## config.mk

```make
export PLATFORM = sky130hd
export DESIGN_NAME = snax_csr_master
export DESIGN_NICKNAME = d
export VERILOG_FILES = /design/src/rtl/snax_csr_master.sv
export SDC_FILE = /design/constraint.sdc
export NUM_CORES = 1
export LEC_CHECK = 0
export ABC_CLOCK_PERIOD_IN_PS = 3200
export BUFFER_PORTS_ARGS = -buffer_cell sky130_fd_sc_hd__buf_2
export CAP_MARGIN = 25
export CORE_ASPECT_RATIO = 1.5
export CORE_UTILIZATION = 52
export CTS_BUF_LIST = sky130_fd_sc_hd__clkbuf_2
export DETAILED_ROUTE_END_ITERATION = 10
export GPL_TIMING_DRIVEN = 0
export HOLD_SLACK_MARGIN = 0.08
export PLACE_DENSITY = 0.83
export SLEW_MARGIN = 20
export SYNTH_ARGS = -nofsm -noshare
export SYNTH_HDL_FRONTEND = slang
export SYNTH_SLANG_ARGS = --single-unit
```

## constraint.sdc

```tcl
create_clock -name clk_i -period 3.2 [get_ports clk_i]
set_input_delay 0.64 -clock clk_i [delete_from_list [all_inputs] [get_ports clk_i]]
set_output_delay 0.64 -clock clk_i [all_outputs]
set_load 0.02 [all_outputs]
```

## src/rtl/snax_csr_master.sv

```systemverilog
// ============================================================================
// Module   : snax_csr_master
// Purpose  : Queues host CSR commands in a small FIFO and replays them in
//            order to a CSR manager through a valid/ready request channel.
//            Only one read is outstanding at a time. Its response is handed
//            back to the host through a held rd_data/rd_valid handshake.
// Options  : SNAX_CSR_MASTER_TIMEOUT_EN - when defined, a read that is not
//            answered within TimeoutCycles returns 32'hDEAD_BEEF and sets a
//            sticky err_o. When undefined, a read waits for its response
//            indefinitely and err_o is tied low.
// Revision : 1.0 - initial release
// ============================================================================
`default_nettype none

module snax_csr_master #(
    parameter int FifoDepth     = 4,
    parameter int TimeoutCycles = 255
) (
    input  logic        clk_i,
    input  logic        rst_i,
    input  logic [31:0] cmd_addr_i,
    input  logic [31:0] cmd_data_i,
    input  logic        cmd_write_i,
    input  logic        cmd_valid_i,
    output logic        cmd_ready_o,
    output logic [31:0] csr_req_addr_o,
    output logic [31:0] csr_req_data_o,
    output logic        csr_req_write_o,
    output logic        csr_req_valid_o,
    input  logic        csr_req_ready_i,
    input  logic [31:0] csr_rsp_data_i,
    input  logic        csr_rsp_valid_i,
    output logic        csr_rsp_ready_o,
    output logic [31:0] rd_data_o,
    output logic        rd_valid_o,
    input  logic        rd_ready_i,
    output logic        busy_o,
    output logic        err_o
);

    localparam int PtrW = (FifoDepth > 1) ? $clog2(FifoDepth) : 1;

    typedef enum logic [1:0] {
        IDLE     = 2'd0,
        REQ      = 2'd1,
        WAIT_RSP = 2'd2
    } state_e;

    state_e state;
    state_e state_next;

    logic [31:0]          fifo_addr [FifoDepth];
    logic [31:0]          fifo_data [FifoDepth];
    logic [FifoDepth-1:0] fifo_write;
    logic [PtrW-1:0]      wr_ptr;
    logic [PtrW-1:0]      rd_ptr;
    logic [PtrW:0]        count;

    logic fifo_empty;
    logic fifo_full;
    logic push;
    logic pop;
    logic rsp_hs;
    logic rd_hs;
    logic timeout_hit;

    assign fifo_empty  = (count == '0);
    // A full FIFO refuses a push even if the head pops in the same cycle.
    assign fifo_full   = (count == (PtrW + 1)'(FifoDepth));
    assign cmd_ready_o = !fifo_full;
    assign push        = cmd_valid_i && !fifo_full;
    assign pop         = csr_req_valid_o && csr_req_ready_i;
    assign rsp_hs      = csr_rsp_valid_i && csr_rsp_ready_o;
    assign rd_hs       = rd_valid_o && rd_ready_i;

    // Request channel shows the FIFO head; it reads as zero while empty.
    assign csr_req_valid_o = (state == REQ);
    assign csr_req_addr_o  = fifo_empty ? 32'd0 : fifo_addr[rd_ptr];
    assign csr_req_data_o  = fifo_empty ? 32'd0 : fifo_data[rd_ptr];
    assign csr_req_write_o = fifo_empty ? 1'b0  : fifo_write[rd_ptr];

    // A new response is only taken once the previous result was consumed.
    assign csr_rsp_ready_o = (state == WAIT_RSP) && !rd_valid_o;
    assign busy_o          = !fifo_empty || (state != IDLE) || rd_valid_o;

    // Command storage; entries are only observed while counted as valid.
    always_ff @(posedge clk_i) begin
        if (push) begin
            fifo_addr[wr_ptr]  <= cmd_addr_i;
            fifo_data[wr_ptr]  <= cmd_data_i;
            fifo_write[wr_ptr] <= cmd_write_i;
        end
    end

    // FIFO pointers and occupancy; push and pop may both happen in a cycle.
    always_ff @(posedge clk_i or posedge rst_i) begin
        if (rst_i) begin
            wr_ptr <= '0;
            rd_ptr <= '0;
            count  <= '0;
        end else begin
            if (push) begin
                wr_ptr <= wr_ptr + PtrW'(1);
            end
            if (pop) begin
                rd_ptr <= rd_ptr + PtrW'(1);
            end
            case ({push, pop})
                2'b10:   count <= count + (PtrW + 1)'(1);
                2'b01:   count <= count - (PtrW + 1)'(1);
                default: count <= count;
            endcase
        end
    end

    // State register.
    always_ff @(posedge clk_i or posedge rst_i) begin
        if (rst_i) begin
            state <= IDLE;
        end else begin
            state <= state_next;
        end
    end

    // Next-state logic; a push into an idle master is issued the next cycle.
    always_comb begin
        state_next = state;
        case (state)
            IDLE: begin
                if (!fifo_empty || push) begin
                    state_next = REQ;
                end
            end
            REQ: begin
                if (csr_req_ready_i) begin
                    if (!fifo_write[rd_ptr]) begin
                        state_next = WAIT_RSP;
                    end else if ((count > (PtrW + 1)'(1)) || push) begin
                        state_next = REQ;
                    end else begin
                        state_next = IDLE;
                    end
                end
            end
            WAIT_RSP: begin
                if ((csr_rsp_valid_i && !rd_valid_o) || timeout_hit) begin
                    state_next = IDLE;
                end
            end
            default: state_next = IDLE;
        endcase
    end

    // Read result register, held until the host takes it.
    always_ff @(posedge clk_i or posedge rst_i) begin
        if (rst_i) begin
            rd_data_o  <= 32'd0;
            rd_valid_o <= 1'b0;
        end else if (rsp_hs) begin
            rd_data_o  <= csr_rsp_data_i;
            rd_valid_o <= 1'b1;
        end else if (timeout_hit) begin
            rd_data_o  <= 32'hDEAD_BEEF;
            rd_valid_o <= 1'b1;
        end else if (rd_hs) begin
            rd_valid_o <= 1'b0;
        end
    end

`ifdef SNAX_CSR_MASTER_TIMEOUT_EN
    localparam int CntW = $clog2(TimeoutCycles + 1);

    logic [CntW-1:0] wait_cnt;
    logic            err_flag;

    // The clock only runs while the master is actually free to take a
    // response, so a stall behind an unconsumed result never times out.
    assign timeout_hit = (state == WAIT_RSP) && !rd_valid_o && !csr_rsp_valid_i
                         && (wait_cnt == CntW'(TimeoutCycles - 1));
    assign err_o       = err_flag;

    // Count cycles spent waiting for the current read response.
    always_ff @(posedge clk_i or posedge rst_i) begin
        if (rst_i) begin
            wait_cnt <= '0;
        end else if (state != WAIT_RSP) begin
            wait_cnt <= '0;
        end else if (!rd_valid_o) begin
            wait_cnt <= wait_cnt + CntW'(1);
        end
    end

    // Sticky error flag; only reset clears it.
    always_ff @(posedge clk_i or posedge rst_i) begin
        if (rst_i) begin
            err_flag <= 1'b0;
        end else if (timeout_hit) begin
            err_flag <= 1'b1;
        end
    end
`else
    // TimeoutCycles has no effect when the timeout is compiled out.
    logic unused_timeout_cfg;
    assign unused_timeout_cfg = (TimeoutCycles != 0);
    assign timeout_hit        = 1'b0;
    assign err_o              = 1'b0;
`endif

endmodule

`default_nettype wire
```

==> impl_metrics.toml <==
[placement]
gp_congestion = 0.740
dp_slack_ns = 0.0605
numPortBuffers = 204
placed_cell_area_mm2 = 0.0132
hpwlAfterDp_um = 13900

[timing]
clock_skew_ns = 0.0412
maxSlewHeadroom_pct = 53.6
hold_viol = 0
hold_slack_ns = 0.202
setup_viol = 0
rsz0062_at_grt = "yes"
min_period_ns = 3.05
fin_ws_ns = 0.145
tightest_slew_ns = 0.694
fin_crit_sh_pct = 95.5
drv_slew = 0
fmax_ghz = 0.327

[clocking]
cts_htree_levels = 3
cts_root_buf = "clkbuf_2"
numCtsBuffers = 69
cts.clk_slew.worst_paths_ns = 0.12
clk_path_buf_depth = 3
clock_latency_ns = 0.83
cts.sinks = 302
cts_tree = "yes"

[finish]
design_area_mm2 = 0.0149
final_util_pct = 68.3
final_common_cell = "edfxtp_1"
nets = 1048
final_cell_mix = "260 x edfxtp_1, 205 x buf_2, 108 x clkbuf_2"
area_growth_pct = 28.1
drive_gt1_share_pct = 46.6

[drt]
drcViolationCount = 0
drt-pass1-iter-count = 4
dr_total_vias = 6565
ant_nets = 0
drt_iter0_drc = 330
routed_wl_um = 24300
viasPerCell = 5.21
wire_per_inst_um = 19.3

[synthesis]
synth_edf_count = 260
synth_warnings = 0
synthFlopType = "edfxtp_1"
ys_types = 31
synth_seq_area_share_pct = 75.9
async_flop_share_pct = 13.9
ys_ff_latch = 302
syn_avg_cell_area_um2 = 21.3
syn_area_mm2 = 0.0117
syn_nets = 661
syn_inst = 549

[grt]
grt_max_degree = 39
grt_pass1_wl_um = 37800
grt_pass1_vias = 7364
groute.usage.overall_pct = 21.8
grt_overflow_total = 0
antenna_found_initial = 2

[worst_setup_path]
arrival_ns = 2.41
rr_worst_depth = 5
reg2reg_to = "fifo_data[3][7]"
crit_chain = "buf_6 > buf_12 > buf_12 > mux4_2 > nor2b_1 > buf_2"
reg2reg_slack_ns = 0.65
critPathMaxStageDelay_ns = 0.48
cp_max_fo = 6
rr_startpoint = "count[1]"
cpMostUsedCell = "buf_12"
required_ns = 2.56
critPathSlowestCell = "mux4_2"
cp-end-kind = "output port"
crit_path_start_kind = "flip-flop"
critPathKind = "flip-flop to output port"

[worst_hold_path]
hold_start = "csr_rsp_valid_i"
worst_hold_path.endpoint = "state[1]"
hold_path_class = "input pin to flip-flop"
holdPathStages = 3

[floorplanning]
die_h_um = 185
core_mm2 = 0.0219
io-pin-count = 206
fp.dieW_um = 124
rows = 66
die-area_mm2 = 0.0231
start_util_pct = 53.3

[power_and_ir_drop]
peakVddDrop_mv = 0.552
p_total_w = 0.0136
p_leak_nw = 5.81
p_per_area_mw_per_mm2 = 910

[outcome]
outcome = "finished clean"

[flow_run]
cap_violations = 0
## timing repair
| item | CTS | global route |
|---|---|---|
| buffers inserted | 4 | 3 |
| endpoints found under the hold margin | 336 | 0 |
| hold buffers | 100 | 0 |
| setup endpoints to repair | 66 | 47 |
| resized for setup | 31 | 14 |
## cell type report
class	count	area, um2
flip-flops and latches	302	8860
fillers	1405	6940
multi-input cells	213	2640
repair buffers	316	2210
clock buffers	105	526
well taps	272	340
plain buffers	26	273
clock inverters	15	62.6
inverters	8	30.0
diodes	2	5.00
## worst max-delay path: cells and delay by family (launching register included)
family        cells  cell delay (ns)
buf+inv           4             0.59
simple gates      1             0.16
mux               1             0.48
flops             1             0.38
## state kept, by name, indices dropped and copies added (netlist names)
register	cells
fifo_data	128
fifo_addr	128
fifo_write	4
state	2
wr_ptr	2
rd_valid_o	1
rd_ptr	2
rd_data_o	32
count	3
## report_power, final
part	switching (W)	internal, W
registers	0.000290	0.00525
clock network	0.00141	0.000865
logic	0.00323	0.00256
total	0.00493	0.00867
## cells in the mapped netlist (5+ instances only)
| master | count | share of area (%) |
|---|---|---|
| buf_6 | 6 | 0.58 |
| clkbuf_1 | 7 | 0.23 |
| ha_1 | 9 | 0.97 |
| edfxtp_1 | 260 | 67 |
| mux4_2 | 64 | 12 |
| buf_2 | 6 | 0.26 |
| mux2_2 | 31 | 3.0 |
| nand2_1 | 6 | 0.19 |
| nor2_1 | 5 | 0.16 |
| nor2b_1 | 70 | 3.8 |
| dfrtp_1 | 42 | 9.0 |
| inv_1 | 8 | 0.26 |
## per-stage QoR
step / TNS (ns) / instances
global placement: -335.96 / 1025
detailed placement: 0 / 1030
CTS: -0.0211 / 1254
floorplan: 0 / 549
global route: -0.0131 / 1259
finish: 0 / 1259
## layer usage
metal	track usage [%]	wire length [um]	up-vias	part of all wire, %
li1	-	-	2988	-
met5	0	0	-	0
met2	39.4	13300	260	55
met1	23.8	8990	3275	37
met3	6.21	1600	42	6.6
met4	9.35	449	0	1.8
## worst max path at each step
stage,startpoint,to,slack [ns]
6_report,rd_ptr[0],csr_req_addr_o[3],0.15
5_1_grt,rd_ptr[0],csr_req_addr_o[14],-0.007
4_1_cts,rd_ptr[0],csr_req_addr_o[13],-0.009
3_5_place_dp,count[0],csr_req_addr_o[23],0.06
3_3_place_gp,cmd_valid_i,fifo_data[3][0],-1.31
2_1_floorplan,count[0],fifo_addr[2][0],0.14
## cell families (layout without fill, tap and decap cells)
group           count (synthesis)  count (layout)  share of synthesized area (%)
mux                           100             100                           15.8
fa+ha+maj                       9               9                          0.965
other cells                     1               3                         0.0321
xor+xnor                        6               6                          0.450
compound gates                  8               8                          0.483
buf+inv                        34             470                           1.67
flops                         302             302                           75.9
simple gates                   89              89                           4.69
Note: power is estimated with default switching activity, not from simulation.
